===== src/rtl/rr_sub_sched.sv =====
// Round-robin scheduler sharing one single-port processing sub-module among REQ_NUM requesters.
// Optional wait watchdog: define SCHED_TIMEOUT_EN to enable the err_o timeout path.
module rr_sub_sched #(
    parameter int REQ_NUM     = 4,
    parameter int DATA_WD     = 10,
    parameter int TIMEOUT_CYC = 15
) (
    input  logic                       clk,
    input  logic                       rst_n,
    input  logic [REQ_NUM-1:0]         req_i,
    input  logic [REQ_NUM*DATA_WD-1:0] req_dat_i,
    output logic [REQ_NUM-1:0]         gnt_o,
    output logic                       sub_start_o,
    output logic [DATA_WD-1:0]         sub_dat_o,
    input  logic                       sub_done_i,
    input  logic [DATA_WD-1:0]         sub_res_i,
    output logic [REQ_NUM-1:0]         rsp_vld_o,
    output logic [DATA_WD-1:0]         rsp_dat_o,
    output logic                       busy_o,
    output logic                       err_o,
    output logic [1:0]                 dbg_state_o
);
    // Handshake: a requester holds req_i high until its own one-cycle rsp_vld_o;
    // the sub-module sees one sub_start_o pulse and answers with one sub_done_i pulse.
    localparam int PTR_W = $clog2(REQ_NUM);

    if (REQ_NUM < 2 || REQ_NUM > 8 || TIMEOUT_CYC < 1) begin : g_param_chk
        $error("rr_sub_sched: REQ_NUM must be 2..8 and TIMEOUT_CYC at least 1");
    end

    typedef enum logic [1:0] {
        ST_IDLE  = 2'd0,
        ST_START = 2'd1,
        ST_WAIT  = 2'd2,
        ST_RESP  = 2'd3
    } state_t;

    state_t               r_state;
    logic [PTR_W-1:0]     r_ptr;
    logic [PTR_W-1:0]     r_win;
    logic [REQ_NUM-1:0]   r_gnt;
    logic [REQ_NUM-1:0]   r_rsp_vld;
    logic                 r_sub_start;
    logic                 r_busy;
    logic [DATA_WD-1:0]   r_sub_dat;
    logic [DATA_WD-1:0]   r_rsp_dat;

    logic                 w_win_vld;
    logic [PTR_W-1:0]     w_win_idx;
    logic [PTR_W-1:0]     w_cand_idx;
    logic [REQ_NUM-1:0]   w_win_oh;
    logic [DATA_WD-1:0]   w_win_dat;
    logic [PTR_W-1:0]     w_ptr_nxt;
    int                   w_cand;

    // Scan from the lowest rotated offset last so the requester nearest the pointer wins.
    always_comb begin
        w_win_vld  = |req_i;
        w_win_idx  = '0;
        w_cand     = 0;
        w_cand_idx = '0;
        for (int i = REQ_NUM - 1; i >= 0; i--) begin
            w_cand = int'(r_ptr) + i;
            if (w_cand >= REQ_NUM) begin
                w_cand = w_cand - REQ_NUM;
            end
            w_cand_idx = PTR_W'(w_cand);
            if (req_i[w_cand_idx]) begin
                w_win_idx = w_cand_idx;
            end
        end
    end

    always_comb begin
        w_win_oh  = '0;
        w_win_dat = '0;
        for (int k = 0; k < REQ_NUM; k++) begin
            if (w_win_idx == PTR_W'(k)) begin
                w_win_oh[k] = 1'b1;
                w_win_dat   = req_dat_i[k*DATA_WD +: DATA_WD];
            end
        end
    end

    assign w_ptr_nxt = (r_win == PTR_W'(REQ_NUM - 1)) ? '0 : r_win + 1'b1;

`ifdef SCHED_TIMEOUT_EN
    localparam int CNT_W = $clog2(TIMEOUT_CYC + 1);
    logic [CNT_W-1:0] r_cnt;
    logic             r_err;
    logic             w_tmo;

    // The limit is reached on the TIMEOUT_CYC-th wait cycle; a done in that cycle still wins.
    assign w_tmo = (r_cnt == CNT_W'(TIMEOUT_CYC - 1));
    assign err_o = r_err;
`else
    assign err_o = 1'b0;
`endif

    always_ff @(posedge clk or negedge rst_n) begin
        if (!rst_n) begin
            r_state     <= ST_IDLE;
            r_ptr       <= '0;
            r_win       <= '0;
            r_gnt       <= '0;
            r_rsp_vld   <= '0;
            r_sub_start <= 1'b0;
            r_busy      <= 1'b0;
            r_sub_dat   <= '0;
            r_rsp_dat   <= '0;
`ifdef SCHED_TIMEOUT_EN
            r_cnt       <= '0;
            r_err       <= 1'b0;
`endif
        end else begin
            case (r_state)
                ST_IDLE: begin
                    if (w_win_vld) begin
                        r_win       <= w_win_idx;
                        r_gnt       <= w_win_oh;
                        r_sub_dat   <= w_win_dat;
                        r_sub_start <= 1'b1;
                        r_busy      <= 1'b1;
                        r_state     <= ST_START;
                    end
                end
                ST_START: begin
                    r_sub_start <= 1'b0;
                    r_state     <= ST_WAIT;
`ifdef SCHED_TIMEOUT_EN
                    r_cnt       <= '0;
`endif
                end
                ST_WAIT: begin
                    if (sub_done_i) begin
                        r_rsp_dat <= sub_res_i;
                        r_rsp_vld <= r_gnt;
                        r_state   <= ST_RESP;
                    end
`ifdef SCHED_TIMEOUT_EN
                    else if (w_tmo) begin
                        r_rsp_dat <= '1;
                        r_rsp_vld <= r_gnt;
                        r_err     <= 1'b1;
                        r_state   <= ST_RESP;
                    end else begin
                        r_cnt <= r_cnt + 1'b1;
                    end
`endif
                end
                ST_RESP: begin
                    r_gnt     <= '0;
                    r_rsp_vld <= '0;
                    r_busy    <= 1'b0;
                    r_ptr     <= w_ptr_nxt;
                    r_state   <= ST_IDLE;
`ifdef SCHED_TIMEOUT_EN
                    r_err     <= 1'b0;
`endif
                end
                default: r_state <= ST_IDLE;
            endcase
        end
    end

    assign gnt_o       = r_gnt;
    assign sub_start_o = r_sub_start;
    assign sub_dat_o   = r_sub_dat;
    assign rsp_vld_o   = r_rsp_vld;
    assign rsp_dat_o   = r_rsp_dat;
    assign busy_o      = r_busy;
    assign dbg_state_o = r_state;

endmodule


===== config.mk =====
export PLATFORM = sky130hd
export DESIGN_NAME = rr_sub_sched
export DESIGN_NICKNAME = d
export VERILOG_FILES = /design/src/rtl/rr_sub_sched.sv
export SDC_FILE = /design/constraint.sdc
export NUM_CORES = 1
export LEC_CHECK = 0
export BUFFER_PORTS_ARGS = -buffer_cell sky130_fd_sc_hd__clkbuf_2
export CAP_MARGIN = 20
export CORE_MARGIN = 2
export CORE_UTILIZATION = 50
export CTS_CLUSTER_DIAMETER = 50
export DETAILED_ROUTE_END_ITERATION = 6
export HOLD_SLACK_MARGIN = 0.1
export PLACE_DENSITY = 0.85
export SLEW_MARGIN = 25
export SYNTH_ARGS = -nofsm -noshare
export SYNTH_HDL_FRONTEND = slang
export SYNTH_SLANG_ARGS = --single-unit

===== constraint.sdc =====
create_clock -name clk -period 3.9 [get_ports clk]
set_input_delay 0.78 -clock clk [delete_from_list [all_inputs] [get_ports clk]]
set_output_delay 0.78 -clock clk [all_outputs]
set_load 0.005 [all_outputs]

# Yosys cells after proc, flatten, opt, wreduce, memory -nomap -nowiden
# Cells that the tools add are included.
# op_classes
add_sub_neg,8
order_cmp,8
eq_ne,9
n_mux,35
reduce_logical,12
# op_table
op,count
$mux W10,4
$mux W2,11
$pmux W4 S2,2
$lt A2 B3 Y1 const B,4
$reduce_and A2 Y1,6
$eq A2 B2 Y1 const B,5
$ge A3 B3 Y1 const B,3
$mux W1,9
$bmux W1 S2,4
$mux W4,2
$pmux W2 S4,1
$sub A2 B1 Y2 const B,4
$add A2 B2 Y3 const B,2
$reduce_bool A2 Y1,3
$eq A2 B1 Y1 const B,2
$logic_not A2 Y1,2
$ne A2 B2 Y1 const B,2
$pmux W1 S2,2
$reduce_or A4 Y1,1
$add A2 B1 Y3 const B,1
$ge A2 B3 Y1 const B,1
$add A2 B1 Y2 const B,1
# word_totals
regBits,36
out_inout_bits,33

# Logic depth before layout (Yosys ltp)
# logic_depth
ltp_word,14
mapped_depth,8
depth_no_buf,6

# Least setup slack after synthesis
# OpenSTA, ideal clock, no wires.
# synth_timing
path_type,input -> register
start,input port req_i[2]
end,register r_sub_dat[7] (netlist: sub_dat_o[7])
setup_time_ns,0.094
arrival_ns,2.005
slack_ns,1.801
path_stages,7
n_path_buf,2
cell_sequence,nor2b_1 -> a221o_2 -> and2_4 -> buf_6 -> buf_12 -> mux2i_1 -> a211oi_1
# synth_via
elab_chain_cells,11
word_cells_on_any_way,22
cone_classes,eq/ne (3); mux (16); reduce/logical (3)
# synth_lines
element,line,source
from (decl),10,"input logic [REQ_NUM-1:0] req_i,"
$bmux W1 S2,68,if (req_i[w_cand_idx]) begin
$mux W1 (not written as such),68,
$mux W2 (4 in a row),68,
$logic_not A2 Y1,78,if (w_win_idx == PTR_W'(k)) begin
$mux W10 (4 in a row),78,
to (signal assigned),121,r_sub_dat <= w_win_dat;
to (decl),45,logic [DATA_WD-1:0] r_sub_dat;
# Several ways; a longest one is shown, not always the timed one. The select of a mux whose other input is x is not followed.
# A chain may end at the register's enable or synchronous reset.

# Worst setup path after layout
# layout_timing
start,register r_state[0] (netlist: dbg_state_o[0])
end,register r_sub_dat[2] (netlist: sub_dat_o[2])
# layout_via
elab_chain_cells,2
# layout_lines
element,line,source
from (decl),38,state_t r_state;
from (signal assigned),102,r_state <= ST_IDLE;
from (signal assigned),124,r_state <= ST_START;
from (signal assigned),129,r_state <= ST_WAIT;
$logic_not A2 Y1,116,case (r_state)
$reduce_and A2 Y1 (no line),--,
# No other way between the ends.

==> flow_metrics.py <==
metrics = {
    "status": {
        "status": "finished, final reports clean",
    },
    "critical_path": {
        "cp_max_fo": 11,
        "arrival_ns": 2.79,
        "r2r_setup_slack_ns": 1.25,
        "critical_path.startpoint": "dbg_state_o[0]",
        "start_kind": "flip-flop",
        "critPathKind": "reg2reg",
        "end_kind": "flip-flop",
        "r2r_start": "dbg_state_o[0]",
        "worst_r2r_path_depth": 6,
        "critPathRequiredTime_ns": 4.05,
        "r2r-end": "sub_dat_o[2]",
        "crit_end": "sub_dat_o[2]",
    },
    "power": {
        "power.leakage_nw": 1.24,
        "internal_power_w": 0.00108,
        "switching_share": 0.382,
        "ir_drop_v": 0.000307,
        "power_density_mw_per_mm2": 714,
        "combPwrFrac": 0.461,
        "p_total_w": 0.00175,
        "clock_power_share": 0.155,
        "p_sw_w": 0.000668,
        "p_seq_frac": 0.384,
    },
    "sta": {
        "whs_ns": 0.484,
        "finalSetupViolCount": 0,
        "fin_crit_sh": 0.679,
        "rsz0062_at_grt": "no",
        "max_slew_margin": 0.432,
        "fin_setup_tns_ns": 0,
        "max_clock_freq_mhz": 378,
        "min_period_ns": 2.65,
        "worstMarginPinSlew_ns": 0.852,
        "drv_slew": 0,
        "fin_worst_skew_ns": 0.00730,
        "hold_viol": 0,
    },
    "floorplan": {
        "start_util": 0.522,
        "die-width_um": 66.1,
        "core_area_mm2": 0.00369,
        "ioPinCount": 90,
        "die_y_um": 66.1,
        "die-area_mm2": 0.00436,
        "num_rows": 22,
    },
    "route": {
        "wl_mm": 4.13,
        "viasPerCell": 5.31,
        "num_vias": 1658,
        "drc": 0,
        "drt-pass1-iter-count": 4,
        "drt_iter0_markers": 41,
        "routedWlPerCell_um": 13.2,
        "ant_nets": 0,
    },
    "global_routing": {
        "grt_max_degree": 37,
        "grt_overflow": 0,
        "antenna_found_initial": 0,
        "grt_pass1_vias": 1551,
        "grt_usage": 0.213,
        "grt_pass1_wl_mm": 6.89,
    },
    "cells_and_area": {
        "nNetsFinal": 326,
        "antennaDiodeCount": 0,
        "synthToLayoutAreaGrowth_pct": 27.0,
        "utilization": 0.663,
        "layout-drive-gt1-share": 0.447,
        "stdcell_count": 312,
        "layout_common_cells": "clkbuf_2, dfrtp_1, nand2_1",
        "final_common_cell": "clkbuf_2",
    },
    "clock_tree": {
        "cts_buffers": 5,
        "cts-root-buf": "clkbuf_8",
        "holdBufCountCts": 0,
        "cts_sinks": 36,
        "clk_latency_ns": 0.29,
        "h-tree-depth": 2,
        "post-cts-setup-buffers": 0,
        "cts_tree": "done",
        "clkTransAtPathRegs_ns": 0.07,
        "cts-resized-gates": 0,
        "clockBufferDepth": 2,
    },
    "placement": {
        "io_buffers": 88,
        "gp_congestion": 0.782,
        "dp.cells": 304,
        "dp_hpwl_mm": 3.24,
    },
    "min_path": {
        "holdCritStartpoint": "busy_o",
        "hold_class": "reg2reg",
    },
    "synthesis": {
        "syn-num-nets": 240,
        "yosysSeqAreaShare": 0.468,
        "ys_seq_elements": 36,
        "synth_cells": 177,
        "ys_warn_count": 0,
        "synthArstFlopShare": 1.00,
        "syn_area_per_cell_um2": 10.9,
        "synth_edf_count": 0,
        "netlist_area_mm2": 0.00193,
        "synth_cell_types": 33,
        "synth_ff_type": "dfrtp_1",
    },
    "flow_run": {
        "cap_violations": 0,
    },
}
## worst min path at each step
stage | cells past startpoint | to | slack (ns)
final | 1 | busy_o | 0.48
after global routing | 1 | busy_o | 0.51
after CTS | 1 | busy_o | 0.49
after detailed placement | 2 | r_win[1] | 0.47
after global placement | 1 | busy_o | 0.47
after floorplan | 2 | r_win[1] | 0.45
## routing by layer
metal / share of wire / GRT usage / up-vias
li1: - / - / 802
met1: 0.43 / 0.245 / 783
met2: 0.48 / 0.360 / 69
met5: 0 / 0 / -
met4: 0.0073 / 0.0765 / 0
met3: 0.082 / 0.0818 / 4
## cells in the mapped netlist (all sizes together) (2+ instances only)
library cell	number	area [um2]
a211oi	12	120
a21boi	6	45.0
a21o	2	15.0
a21oi	3	15.0
a31oi	4	25.0
a32o	2	20.0
buf	6	62.6
clkbuf	3	11.3
dfrtp	36	901
ha	6	75.1
inv	3	11.3
mux2	12	135
mux2i	14	140
nand2	24	90.1
nand2b	2	12.5
nor2	12	45.0
nor2b	8	50.1
o21ai	9	45.0
o221ai	4	35.0
## flip-flops by register name, summed over array words and instances, names as in the netlist
signal	count
dbg_state_o	2
r_ptr	2
busy_o	1
rsp_dat_o	10
gnt_o	4
r_win	2
rsp_vld_o	4
sub_dat_o	10
sub_start_o	1
## stage by stage
step           worst slack [ns]  area, um2
6_report                   1.25       2450
5_1_grt                    1.02       2450
4_1_cts                    1.26       2450
3_5_place_dp               1.14       2350
3_3_place_gp               1.24       2350
2_1_floorplan              1.80       1930
## cells by family (layout without fill, tap and decap cells)
family,count (synthesis),after routing,share of synthesized area
AOI/OAI and AO/OA,44,44,0.178
adders and majority gates,6,6,0.0390
buffers and inverters,12,99,0.0442
DFF,36,36,0.468
muxes,26,26,0.143
other,1,1,0.00195
and+or+nand+nor,52,52,0.126
## layout make-up
cell class                      instances  area [um2]
Tap cell                               48        60.1
Clock buffer                            7        86.3
Multi-Input combinational cell        129         940
Inverter                                3        11.3
Timing Repair Buffer                   88         440
Clock inverter                          1        7.51
Fill cell                             309        1240
Sequential cell                        36         901
## critical path, stage by stage, from the launching register on
cell      delay [ns]
dfrtp_1         0.44
inv_1           0.12
ha_1            0.25
nor2b_1         0.59
nand4_1         0.67
a211oi_2        0.35
a211oi_1        0.08
## power groups by stage
stage	Clock [W]	Combinational [W]	Sequential, W
finish	0.000271	0.000805	0.000671
global route	0.000300	0.000907	0.000694
detailed placement	0	0.000816	0.000676
CTS	0.000282	0.000815	0.000672
global placement	0	0.000790	0.000669
floorplan	0	0.000549	0.000671
Power figures use the tool's default switching activity.
